### config.mk
export PLATFORM = sky130hd
export DESIGN_NAME = adder_share_arb
export DESIGN_NICKNAME = d
export VERILOG_FILES = /design/src/rtl/adder_share_arb.sv
export SDC_FILE = /design/constraint.sdc
export NUM_CORES = 1
export LEC_CHECK = 0
export CAP_MARGIN = 15
export CORE_UTILIZATION = 55
export DETAILED_ROUTE_END_ITERATION = 12
export DONT_BUFFER_PORTS = 1
export PLACE_DENSITY = 0.82
export SLEW_MARGIN = 20
export SYNTH_ARGS = -nofsm -noshare
export SYNTH_HDL_FRONTEND = slang
export SYNTH_SLANG_ARGS = --single-unit
export TNS_END_PERCENT = 50
### constraint.sdc
create_clock -name clk -period 14.45 [get_ports clk]
set_clock_uncertainty 0.1 [all_clocks]
set_input_delay 2.89 -clock clk [delete_from_list [all_inputs] [get_ports clk]]
set_output_delay 2.89 -clock clk [all_outputs]
set_load 0.03 [all_outputs]
### src/rtl/adder_share_arb.sv
// Two-requester round-robin front end for one shared parallel-prefix adder.
// One issue register stage feeds the prefix tree; results return through per-requester 2-deep FIFOs under credit control.
module adder_share_arb #(
  parameter int LEN_DATA = 32,
  parameter bit RR_INIT  = 1'b0
) (
  input  logic                clk,
  input  logic                rst,
  input  logic                req0_valid,
  output logic                req0_ready,
  input  logic [LEN_DATA-1:0] req0_a,
  input  logic [LEN_DATA-1:0] req0_b,
  input  logic                req0_cin,
  input  logic                req1_valid,
  output logic                req1_ready,
  input  logic [LEN_DATA-1:0] req1_a,
  input  logic [LEN_DATA-1:0] req1_b,
  input  logic                req1_cin,
  output logic                rsp0_valid,
  input  logic                rsp0_ready,
  output logic [LEN_DATA-1:0] rsp0_sum,
  output logic                rsp0_cout,
  output logic                rsp0_ovf,
  output logic                rsp1_valid,
  input  logic                rsp1_ready,
  output logic [LEN_DATA-1:0] rsp1_sum,
  output logic                rsp1_cout,
  output logic                rsp1_ovf,
  output logic                busy
);

  localparam int STAGES = $clog2(LEN_DATA);
  localparam int RW     = LEN_DATA + 2;

  // Kogge-Stone prefix adder; cin folded into bit-0 generate. Returns {ovf, cout, sum}.
  function automatic logic [RW-1:0] prefix_add(input logic [LEN_DATA-1:0] a,
                                                input logic [LEN_DATA-1:0] b,
                                                input logic                cin);
    logic [LEN_DATA-1:0] p0, g, pa, gn, pn, s;
    int d;
    p0   = a ^ b;
    g    = a & b;
    g[0] = g[0] | (p0[0] & cin);
    pa   = p0;
    for (int st = 0; st < STAGES; st++) begin
      d  = 1 << st;
      gn = g;
      pn = pa;
      for (int i = d; i < LEN_DATA; i++) begin
        gn[i] = g[i] | (pa[i] & g[i-d]);
        pn[i] = pa[i] & pa[i-d];
      end
      g  = gn;
      pa = pn;
    end
    s = p0 ^ {g[LEN_DATA-2:0], cin};
    return {(a[LEN_DATA-1] == b[LEN_DATA-1]) && (s[LEN_DATA-1] != a[LEN_DATA-1]),
            g[LEN_DATA-1], s};
  endfunction

  logic [1:0]          w_req_vld, w_rsp_rdy, w_elig, w_gnt, w_rsp_vld, w_pop;
  logic [RW-1:0]       w_head [2];
  logic [RW-1:0]       w_res_p1;
  logic                r_rr;
  logic                r_vld_p1, r_tag_p1, r_cin_p1;
  logic [LEN_DATA-1:0] r_a_p1, r_b_p1;

  assign w_req_vld = {req1_valid, req0_valid};
  assign w_rsp_rdy = {rsp1_ready, rsp0_ready};

  always_comb begin
    w_gnt = 2'b00;
    if (!rst) begin
      if (&w_elig) w_gnt = r_rr ? 2'b10 : 2'b01;
      else         w_gnt = w_elig;
    end
  end

  assign req0_ready = w_gnt[0];
  assign req1_ready = w_gnt[1];

  always_ff @(posedge clk) begin
    if (rst)        r_rr <= RR_INIT;
    else if (|w_gnt) r_rr <= ~w_gnt[1];
  end

  // ---- stage p1: issue register (control reset, data load-on-grant) ----
  always_ff @(posedge clk) begin
    if (rst) begin
      r_vld_p1 <= 1'b0;
      r_tag_p1 <= 1'b0;
    end else begin
      r_vld_p1 <= |w_gnt;
      if (|w_gnt) r_tag_p1 <= w_gnt[1];
    end
  end

  always_ff @(posedge clk) begin
    if (|w_gnt) begin
      r_a_p1   <= w_gnt[1] ? req1_a   : req0_a;
      r_b_p1   <= w_gnt[1] ? req1_b   : req0_b;
      r_cin_p1 <= w_gnt[1] ? req1_cin : req0_cin;
    end
  end

  assign w_res_p1 = prefix_add(r_a_p1, r_b_p1, r_cin_p1);

  // ---- stage p2: per-requester response FIFOs and credit counters ----
  for (genvar x = 0; x < 2; x++) begin : g_rsp
    logic [1:0]    r_cnt, r_cred;
    logic          r_wp, r_rp;
    logic [RW-1:0] r_mem [2];
    logic          w_push;

    assign w_push       = r_vld_p1 && (r_tag_p1 == 1'(x));
    assign w_rsp_vld[x] = (r_cnt != 2'd0);
    assign w_pop[x]     = w_rsp_vld[x] && w_rsp_rdy[x];
    assign w_elig[x]    = w_req_vld[x] && (r_cred < 2'd2);
    assign w_head[x]    = w_rsp_vld[x] ? r_mem[r_rp] : '0;

    always_ff @(posedge clk) begin
      if (rst) begin
        r_cnt  <= 2'd0;
        r_cred <= 2'd0;
        r_wp   <= 1'b0;
        r_rp   <= 1'b0;
      end else begin
        r_cnt  <= r_cnt + 2'(w_push) - 2'(w_pop[x]);
        r_cred <= r_cred + 2'(w_gnt[x]) - 2'(w_pop[x]);
        if (w_push)   r_wp <= ~r_wp;
        if (w_pop[x]) r_rp <= ~r_rp;
      end
    end

    always_ff @(posedge clk) begin
      if (w_push) r_mem[r_wp] <= w_res_p1;
    end
  end

  assign rsp0_valid = w_rsp_vld[0];
  assign rsp1_valid = w_rsp_vld[1];
  assign {rsp0_ovf, rsp0_cout, rsp0_sum} = w_head[0];
  assign {rsp1_ovf, rsp1_cout, rsp1_sum} = w_head[1];
  assign busy = r_vld_p1 | (|w_rsp_vld);

endmodule

==> results of run 1 <==
[registers in the layout (all words and copies together), names as in the netlist, 2 cells and up, named ones only]
| name | count |
|---|---|
| g_rsp.r_mem | 136 |
| g_rsp.r_cnt | 4 |
| g_rsp.r_cred | 4 |
| r_b_p1 | 32 |
| g_rsp.r_wp | 2 |
| r_a_p1 | 32 |
| g_rsp.r_rp | 2 |
[worst reg2reg max path, delay by kind of cell, from the launching register on]
kind | cells | cell delay (ns)
AO/OA/AOI/OAI | 5 | 1.49
flip-flops | 1 | 0.36
adder cells (fa/ha/maj) | 2 | 0.62
AND/OR/NAND/NOR | 2 | 0.31
buffers and inverters | 1 | 0.06
[worst min path at each step]
stage,cells after the start,to
6_report,2,r_rr
2_1_floorplan,2,r_rr
3_5_place_dp,2,r_rr
4_1_cts,2,r_rr
3_3_place_gp,2,r_rr
5_1_grt,2,r_rr
[report_power, final]
group          internal, mW  total (mW)  switching, mW  leakage (nW)
registers             0.855       0.918         0.0628          2.00
clock network         0.315       0.536          0.221         0.335
logic                 0.218       0.800          0.583          1.64
[cell usage in the layout (no fill, tap or decap), types with 5 or more instances in the layout]
cell type | netlist | routed
sky130_fd_sc_hd__edfxtp_1 | 201 | 201
sky130_fd_sc_hd__nor2b_1 | 8 | 8
sky130_fd_sc_hd__xor2_1 | 17 | 17
sky130_fd_sc_hd__nor2_1 | 112 | 107
sky130_fd_sc_hd__xnor2_1 | 23 | 23
sky130_fd_sc_hd__nand2b_1 | 5 | 5
sky130_fd_sc_hd__clkbuf_16 | 0 | 22
sky130_fd_sc_hd__ha_1 | 39 | 39
sky130_fd_sc_hd__clkinv_1 | 0 | 8
sky130_fd_sc_hd__nor2_2 | 1 | 6
sky130_fd_sc_hd__inv_1 | 22 | 22
sky130_fd_sc_hd__dfxtp_1 | 17 | 15
sky130_fd_sc_hd__mux2_1 | 65 | 65
sky130_fd_sc_hd__mux2i_1 | 70 | 70
sky130_fd_sc_hd__nor3_1 | 10 | 9
sky130_fd_sc_hd__buf_4 | 0 | 8
sky130_fd_sc_hd__a21oi_1 | 34 | 33
sky130_fd_sc_hd__o21ai_0 | 10 | 10
sky130_fd_sc_hd__nand2_1 | 30 | 30
sky130_fd_sc_hd__nand3_1 | 6 | 6
sky130_fd_sc_hd__nand4_1 | 5 | 5
sky130_fd_sc_hd__o21ai_1 | 16 | 16
sky130_fd_sc_hd__a21o_1 | 7 | 7
[cells by family (layout without fill, tap and decap cells)]
family | Yosys count | after routing | synth area share (%)
XOR/XNOR | 40 | 40 | 3.369
multiplexers | 135 | 135 | 13.78
buffers and inverters | 53 | 71 | 2.045
AO/OA/AOI/OAI | 102 | 102 | 6.425
adder cells (fa/ha/maj) | 41 | 41 | 5.077
flip-flops | 218 | 218 | 61.31
AND/OR/NAND/NOR | 191 | 191 | 8.001
[synth_stat cells, types with 16 or more instances]
| master | n |
|---|---|
| sky130_fd_sc_hd__edfxtp_1 | 201 |
| sky130_fd_sc_hd__nor2_1 | 112 |
| sky130_fd_sc_hd__mux2i_1 | 70 |
| sky130_fd_sc_hd__mux2_1 | 65 |
| sky130_fd_sc_hd__ha_1 | 39 |
| sky130_fd_sc_hd__a21oi_1 | 34 |
| sky130_fd_sc_hd__nand2_1 | 30 |
| sky130_fd_sc_hd__xnor2_1 | 23 |
| sky130_fd_sc_hd__inv_1 | 22 |
| sky130_fd_sc_hd__clkbuf_1 | 18 |
| sky130_fd_sc_hd__dfxtp_1 | 17 |
| sky130_fd_sc_hd__xor2_1 | 17 |
| sky130_fd_sc_hd__o21ai_1 | 16 |
[per-layer routing]
metal,track usage (%),part of all wire [%],wire length [µm],vias to the layer above
met4,7.251,3.0,632,0
li1,-,-,-,2886
met3,4.061,6.9,1454,45
met1,30.70,44,9369,2920
met5,0,0,0,-
met2,34.91,46,9671,269
[cell type report]
cell class	instances	area [µm²]
fill	1318	6923
clock buffer	26	565.5
timing repair buffer	8	60.06
inverter	23	86.33
sequential	218	6384
tap	229	286.5
clock inverter	14	125.1
multi-input combinational	509	3840
[metrics by stage]
step	instances	total power [mW]	hold WS (ns)	util, %	cell area, µm²
after global routing	1027	2.363	0.4068	62.11	11350
after detailed placement	987	1.731	0.3907	58.30	10650
after floorplan	780	1.551	0.3553	-	10400
after CTS	1027	2.272	0.3953	62.08	11340
after global placement	987	1.695	0.3585	58.30	10650
final	1027	2.254	0.3978	62.11	11350
==> tab_implementation.tex, run 1 <==
\begin{tabular}{lr}
\hline
Metric & Value \\
\hline
\multicolumn{2}{l}{\textbf{Run status}} \\
\quad Outcome & finished clean \\
\multicolumn{2}{l}{\textbf{Routing}} \\
\quad Routed wire length & 21.13 mm \\
\quad Per-cell routed wire length & 20.57 µm \\
\quad Drc violations & 0 \\
\quad Drt pass-1 iters & 5 \\
\quad Count of vias placed by the detailed router & 6120 \\
\quad Drt via density & 5.959 \\
\quad Number of DRC markers after the initial detailed-route iteration & 474 \\
\quad Detail Route Antenna Nets & 0 \\
\multicolumn{2}{l}{\textbf{Critical path}} \\
\quad Depth of the most critical reg-to-reg path & 10 \\
\quad CP Data Arrival Time & 4.12 ns \\
\quad Number of cells on the critical path & 4 \\
\quad CP required & 11.46 ns \\
\quad Critical path launch point type & primary input \\
\quad Critical path buffer and inverter count & 1 \\
\quad CP startpoint & req0\_valid \\
\quad Worst setup path endpoint & req1\_ready \\
\quad Endpoint type of the worst setup path & output port \\
\quad Worst reg2reg endpoint & g\_rsp[0].r\_mem[0][32] \\
\quad Maximum fanout along the worst path & 67 \\
\quad Critical Path Slowest Stage Cell & sky130\_fd\_sc\_hd\_\_buf\_4 \\
\quad RR Startpoint & r\_cin\_p1 \\
\quad Setup slack of the worst register-to-register path & 11.28 ns \\
\quad Critical path cell sequence & nand2b\_1 -> nor2\_1 -> nor3\_2 -> buf\_4 \\
\quad Slowest Stage Delay on Critical Path & 0.70 ns \\
\quad Critical Setup Path Class & in2out \\
\quad Family with the most delay on the worst path & buffers and inverters \\
\multicolumn{2}{l}{\textbf{Floorplan}} \\
\quad Initial standard-cell utilization of the core & 56.92\% \\
\quad Core ar. & 18270 µm² \\
\quad \# rows & 49 \\
\quad Height of the die & 139.5 µm \\
\quad Chip Width & 139.5 µm \\
\quad Overall die area & 19460 µm² \\
\quad I/O pin count & 209 \\
\multicolumn{2}{l}{\textbf{Clocking}} \\
\quad Sink Count & 218 \\
\quad Maximum number of buffers from clock root to sink & 3 \\
\quad Clock tree from TritonCTS & built \\
\quad Reg clk slew, reported paths & 0.06 ns \\
\quad Level count of the clock H-tree & 1 \\
\quad Insertion delay to the later sink of the worst-skew pair & 0.50 ns \\
\quad Root buffer selected by CTS & sky130\_fd\_sc\_hd\_\_clkbuf\_16 \\
\quad Post-CTS repair timing setup buffer count & 0 \\
\quad Number of resized instances in the post-cts repair step & 0 \\
\quad Hold-fix buffers at CTS & 0 \\
\quad Number of buffers inserted during clock tree synthesis & 22 \\
\multicolumn{2}{l}{\textbf{Power and ir drop}} \\
\quad PD cells & 198.6 nW/µm² \\
\quad Peak VDD IR & 0.09949 mV \\
\quad Leakage power & 3.980 nW \\
\multicolumn{2}{l}{\textbf{STA}} \\
\quad Number of failing hold endpoints at the final stage & 0 \\
\quad Worst slew margin & 33.02\% \\
\quad Fmax & 140.7 MHz \\
\quad Final WS setup & 7.342 ns \\
\quad Min Tclk post-route & 7.108 ns \\
\quad Post-route setup TNS & 0 ns \\
\quad Finish-stage setup viols & 0 \\
\quad Max-slew violation count & 0 \\
\quad Final period utilization & 49.19\% \\
\quad Least-Margin Pin Slew & 0.9970 ns \\
\quad RSZ-0062 raised after global routing & false \\
\multicolumn{2}{l}{\textbf{Synthesis}} \\
\quad Cell variety after synth & 56 \\
\quad Count of flip-flops with a built-in enable after synthesis & 201 \\
\quad Synthesis warning total & 0 \\
\quad Dominant cell type by area after synthesis & sky130\_fd\_sc\_hd\_\_edfxtp\_1 \\
\quad Fraction of post-synthesis cell area in the top cell type by area & 58.04\% \\
\quad Seq cells post-synth & 218 \\
\quad Sequential fraction of the synthesis area & 61.31\% \\
\quad Leading cell types by total area after synthesis & sky130\_fd\_sc\_hd\_\_edfxtp\_1 (58\%), sky130\_fd\_sc\_hd\_\_mux2\_1 (7.0\%), sky130\_fd\_sc\_hd\_\_mux2i\_1 (6.7\%), sky130\_fd\_sc\_hd\_\_ha\_1 (4.7\%), sky130\_fd\_sc\_hd\_\_nor2\_1 (4.0\%) \\
\quad Number of nets in the synthesized netlist & 957 \\
\quad Cells after Synth & 780 \\
\quad Area of the mapped netlist & 10400 µm² \\
\quad Async S/R FF share, synth & 0\% \\
\quad Mapped Avg Cell Area & 13.33 µm² \\
\quad Primary flip-flop cell chosen by synthesis mapping & sky130\_fd\_sc\_hd\_\_edfxtp\_1 \\
\multicolumn{2}{l}{\textbf{GRT}} \\
\quad Wire length of the first global-routing pass & 32.84 mm \\
\quad Pin count of the biggest net entering global routing & 68 \\
\quad Total congestion overflow after global routing & 0 \\
\quad Overall global routing resource usage & 21.99\% \\
\quad Number of antenna violations at the first check in global routing & 0 \\
\quad Number of global-route vias before repair & 6062 \\
\multicolumn{2}{l}{\textbf{Place}} \\
\quad Count of port buffers added during placement & 0 \\
\quad Final weighted congestion in routability-driven placement & 0.9127 \\
\quad Pre-CTS setup slack & 7.333 ns \\
\quad Post-detail-place hpwl & 14.86 mm \\
\multicolumn{2}{l}{\textbf{Worst hold path}} \\
\quad Hold Path Class & reg2reg \\
\quad Hold Crit Start & r\_rr \\
\multicolumn{2}{l}{\textbf{Flow run}} \\
\quad Maximum capacitance violations & 0 \\
\multicolumn{2}{l}{\textbf{Final layout}} \\
\quad Total number of nets in the final design & 959 \\
\quad Share of cells above drive strength 1 & 7.393\% \\
\quad Area Overhead vs Synth & 9.107\% \\
\quad Diode count & 0 \\
\hline
\end{tabular}
Note: power is estimated with default switching activity, not from simulation.
==> run 2, diff against run 1 <==
clock period = 7.5 ns   (was 14.45 ns; I/O delays follow)
==> run 2 against run 1 <==
Core utilization up 0.13 points. Global-route usage decreased by 0.56 points. Sequential power up 92%. Die area unchanged. Combinational power grew 92%. Worst hold slack better by 0.0037 ns. Critical path depth stayed put. Register-to-register slack worse by 6.9 ns. Clock-buffer cell count grew 3. Cell count stayed put. Clock power up 98%. Sequential cell count did not move.
==> tab_implementation.tex, run 2 (synthesis gave the netlist of run 1 again) <==
\begin{tabular}{lr}
\hline
Metric & Value \\
\hline
\multicolumn{2}{l}{\textbf{Routing}} \\
\quad Drt via density & 5.917 (-0.70\%) \\
\quad Number of DRC markers after the initial detailed-route iteration & 446 (-5.9\%) \\
\quad Per-cell routed wire length & 20.33 µm (-1.2\%) \\
\quad Drc violations & 0 (unchanged) \\
\quad Detail Route Antenna Nets & 0 (unchanged) \\
\quad Count of vias placed by the detailed router & 6077 (-0.70\%) \\
\quad Drt pass-1 iters & 5 (unchanged) \\
\quad Routed wire length & 20.88 mm (-1.2\%) \\
\multicolumn{2}{l}{\textbf{Critical path}} \\
\quad Worst reg2reg endpoint & g\_rsp[0].r\_mem[1][30] \\
\quad CP required & 5.90 ns (-5.56 ns) \\
\quad CP Data Arrival Time & 2.71 ns (-1.41 ns) \\
\quad Maximum fanout along the worst path & 68 (+1.5\%) \\
\quad Endpoint type of the worst setup path & output port \\
\quad Critical Path Slowest Stage Cell & sky130\_fd\_sc\_hd\_\_buf\_4 \\
\quad Critical path cell sequence & nand2b\_1 -> nor2\_1 -> nor3\_2 -> buf\_4 \\
\quad Critical Setup Path Class & in2out \\
\quad Family with the most delay on the worst path & buffers and inverters \\
\quad Setup slack of the worst register-to-register path & 4.34 ns (-6.94 ns) \\
\quad Depth of the most critical reg-to-reg path & 10 (unchanged) \\
\quad Critical path launch point type & primary input \\
\quad Slowest Stage Delay on Critical Path & 0.69 ns (about the same) \\
\quad Critical path buffer and inverter count & 1 (unchanged) \\
\quad RR Startpoint & r\_cin\_p1 \\
\multicolumn{2}{l}{\textbf{Clocking}} \\
\quad Hold-fix buffers at CTS & 0 (unchanged) \\
\quad Level count of the clock H-tree & 1 (unchanged) \\
\quad Maximum number of buffers from clock root to sink & 3 (unchanged) \\
\quad Root buffer selected by CTS & sky130\_fd\_sc\_hd\_\_clkbuf\_16 \\
\quad Clock tree from TritonCTS & built \\
\quad Insertion delay to the later sink of the worst-skew pair & 0.51 ns (about the same) \\
\quad Number of buffers inserted during clock tree synthesis & 22 (unchanged) \\
\quad Sink Count & 218 (unchanged) \\
\quad Number of resized instances in the post-cts repair step & 0 (unchanged) \\
\quad Reg clk slew, reported paths & 0.06 ns (about the same) \\
\quad Post-CTS repair timing setup buffer count & 0 (unchanged) \\
\multicolumn{2}{l}{\textbf{Floorplan}} \\
\quad I/O pin count & 209 (unchanged) \\
\quad Core ar. & 18270 µm² (unchanged) \\
\quad Chip Width & 139.5 µm (unchanged) \\
\quad \# rows & 49 (unchanged) \\
\quad Initial standard-cell utilization of the core & 56.92\% (unchanged) \\
\quad Height of the die & 139.5 µm (unchanged) \\
\quad Overall die area & 19460 µm² (unchanged) \\
\multicolumn{2}{l}{\textbf{Place}} \\
\quad Count of port buffers added during placement & 0 (unchanged) \\
\quad Post-detail-place hpwl & 14.68 mm (-1.2\%) \\
\quad Final weighted congestion in routability-driven placement & 0.8828 (-3.3\%) \\
\multicolumn{2}{l}{\textbf{STA}} \\
\quad Hold Slack & 0.4015 ns (+0.003713 ns) \\
\quad Post-route setup TNS & 0 ns (unchanged) \\
\quad RSZ-0062 raised after global routing & false \\
\quad Number of failing hold endpoints at the final stage & 0 (unchanged) \\
\quad Finish-stage setup viols & 0 (unchanged) \\
\quad Final period utilization & 57.53\% \\
\quad Worst slew margin & 26.23\% (-6.8 points) \\
\quad Least-Margin Pin Slew & 1.107 ns (+0.1096 ns) \\
\quad Min Tclk post-route & 4.315 ns \\
\quad Fmax & 231.8 MHz \\
\quad Max-slew violation count & 0 (unchanged) \\
\multicolumn{2}{l}{\textbf{GRT}} \\
\quad Wire length of the first global-routing pass & 32.22 mm (-1.9\%) \\
\quad Number of global-route vias before repair & 6191 (+2.1\%) \\
\quad Number of antenna violations at the first check in global routing & 0 (unchanged) \\
\quad Pin count of the biggest net entering global routing & 69 (+1.5\%) \\
\quad Total congestion overflow after global routing & 0 (unchanged) \\
\quad Overall global routing resource usage & 21.43\% (-0.56 points) \\
\multicolumn{2}{l}{\textbf{Final layout}} \\
\quad Number of filler instances in the final layout & 1334 (+1.2\%) \\
\quad Most common library cell in the layout ignoring fill and taps & sky130\_fd\_sc\_hd\_\_edfxtp\_1 \\
\quad Diode count & 0 (unchanged) \\
\quad Share of cells above drive strength 1 & 8.020\% (+0.63 points) \\
\quad Reg with most FFs & g\_rsp.r\_mem \\
\quad Total number of nets in the final design & 959 (unchanged) \\
\quad Leading registers by flop count & g\_rsp.r\_mem x136, r\_a\_p1 x32, r\_b\_p1 x32 \\
\quad Area Overhead vs Synth & 9.336\% \\
\quad Most frequent cells in the layout & sky130\_fd\_sc\_hd\_\_edfxtp\_1 (201), sky130\_fd\_sc\_hd\_\_nor2\_1 (107), sky130\_fd\_sc\_hd\_\_mux2i\_1 (70) \\
\quad Number of flip-flops in the largest register & 136 (unchanged) \\
\multicolumn{2}{l}{\textbf{Power and ir drop}} \\
\quad Portion of total power attributed to the clock network & 24.3\% (+0.5 points) \\
\quad Sw Pwr & 1.667 mW (+93\%) \\
\quad PD cells & 383.7 nW/µm² (+93\%) \\
\quad Proportion of total power due to net switching & 38.21\% (-0.21 points) \\
\quad Pint & 2.696 mW (+94\%) \\
\quad Leakage power & 3.997 nW (+0.43\%) \\
\quad Peak VDD IR & 0.2112 mV (+110\%) \\
\quad Share of total power in combinational logic & 35.3\% (-0.2 points) \\
\quad Portion of total power attributed to sequential cells & 40.4\% (-0.3 points) \\
\multicolumn{2}{l}{\textbf{Flow run}} \\
\quad Maximum capacitance violations & 0 (unchanged) \\
\multicolumn{2}{l}{\textbf{Worst hold path}} \\
\quad Hold Path Class & reg2reg \\
\quad Hold Crit Start & r\_rr \\
\quad Endpoint with the worst hold slack & r\_rr \\
\quad Number of cells traversed by the worst hold path & 2 (unchanged) \\
\multicolumn{2}{l}{\textbf{Run status}} \\
\quad Outcome & finished clean \\
\hline
\end{tabular}
==> run 2: cell types whose count changed in the layout (fill, tap and decap cells not counted) <==
cell,before,now
sky130_fd_sc_hd__dfxtp_4,2,1
sky130_fd_sc_hd__clkinv_1,8,3
sky130_fd_sc_hd__clkbuf_16,22,24
sky130_fd_sc_hd__clkinvlp_2,0,1
sky130_fd_sc_hd__dfxtp_2,0,1
sky130_fd_sc_hd__clkinv_4,1,0
sky130_fd_sc_hd__clkbuf_8,0,1
sky130_fd_sc_hd__clkinv_2,2,5
sky130_fd_sc_hd__bufinv_16,2,1
==> run 2: final cells by class <==
type | instances | area [µm²] | share of cell area [%]
Multi-Input combinational cell | 509 | 3840 | 33.77
Timing Repair Buffer | 8 | 60.06 | 0.5282
Tap cell | 229 | 286.5 | 2.520
Inverter | 23 | 86.33 | 0.7592
Clock buffer | 29 | 629.4 | 5.535
Sequential cell | 218 | 6381 | 56.12
Clock inverter | 11 | 87.58 | 0.7702
==> run 2: per-layer routing <==
layer  track usage (%)  share of wire (%)  vias up
met5                 0                  0        -
met4             7.485                2.5        0
met3             3.682                6.8       40
li1                  -                  -     2879
met2             34.65                 47      251
met1             29.39                 44     2907
==> run 2: worst register-to-register path: stages (launching register included) <==
cell and delay (ns):
sky130_fd_sc_hd__edfxtp_1 0.40, sky130_fd_sc_hd__fa_1 0.46, sky130_fd_sc_hd__inv_1 0.09, sky130_fd_sc_hd__fa_1 0.21, sky130_fd_sc_hd__nand2b_1 0.15, sky130_fd_sc_hd__a21o_1 0.17
sky130_fd_sc_hd__nand2_1 0.07, sky130_fd_sc_hd__a31oi_1 0.26, sky130_fd_sc_hd__nor3b_1 0.43, sky130_fd_sc_hd__o41ai_2 0.16, sky130_fd_sc_hd__xor2_1 0.40
==> run 2: worst max path at each step <==
stage / startpoint / endpoint / slack (ns) / depth (start not counted)
3_3_place_gp: req0_valid / req1_ready / 3.29 / 4
2_1_floorplan: rst / r_a_p1[0] / 2.02 / 2
5_1_grt: req0_valid / req1_ready / 3.10 / 4
6_report: req0_valid / req1_ready / 3.19 / 4
3_5_place_dp: req0_valid / req1_ready / 3.23 / 4
4_1_cts: req0_valid / req1_ready / 3.19 / 4
==> run 2: power by group through the flow <==
stage | logic [mW] | registers [mW] | clock network [mW]
final | 1.54 | 1.76 | 1.06
after global routing | 1.66 | 1.78 | 1.13
after CTS | 1.54 | 1.77 | 1.09
after detailed placement | 1.53 | 1.79 | 0
after global placement | 1.48 | 1.78 | 0
after floorplan | 1.28 | 1.71 | 0
==> run 2: through the flow <==
step | instance area, µm² | utilization [%] | cells | setup slack, ns | power [mW]
finish | 11370 | 62.24 | 1027 | 3.185 | 4.363
floorplan | 10400 | - | 780 | 2.024 | 2.989
global placement | 10650 | 58.30 | 987 | 3.289 | 3.256
CTS | 11370 | 62.22 | 1027 | 3.194 | 4.397
global route | 11370 | 62.24 | 1027 | 3.098 | 4.571
detailed placement | 10650 | 58.30 | 987 | 3.226 | 3.325
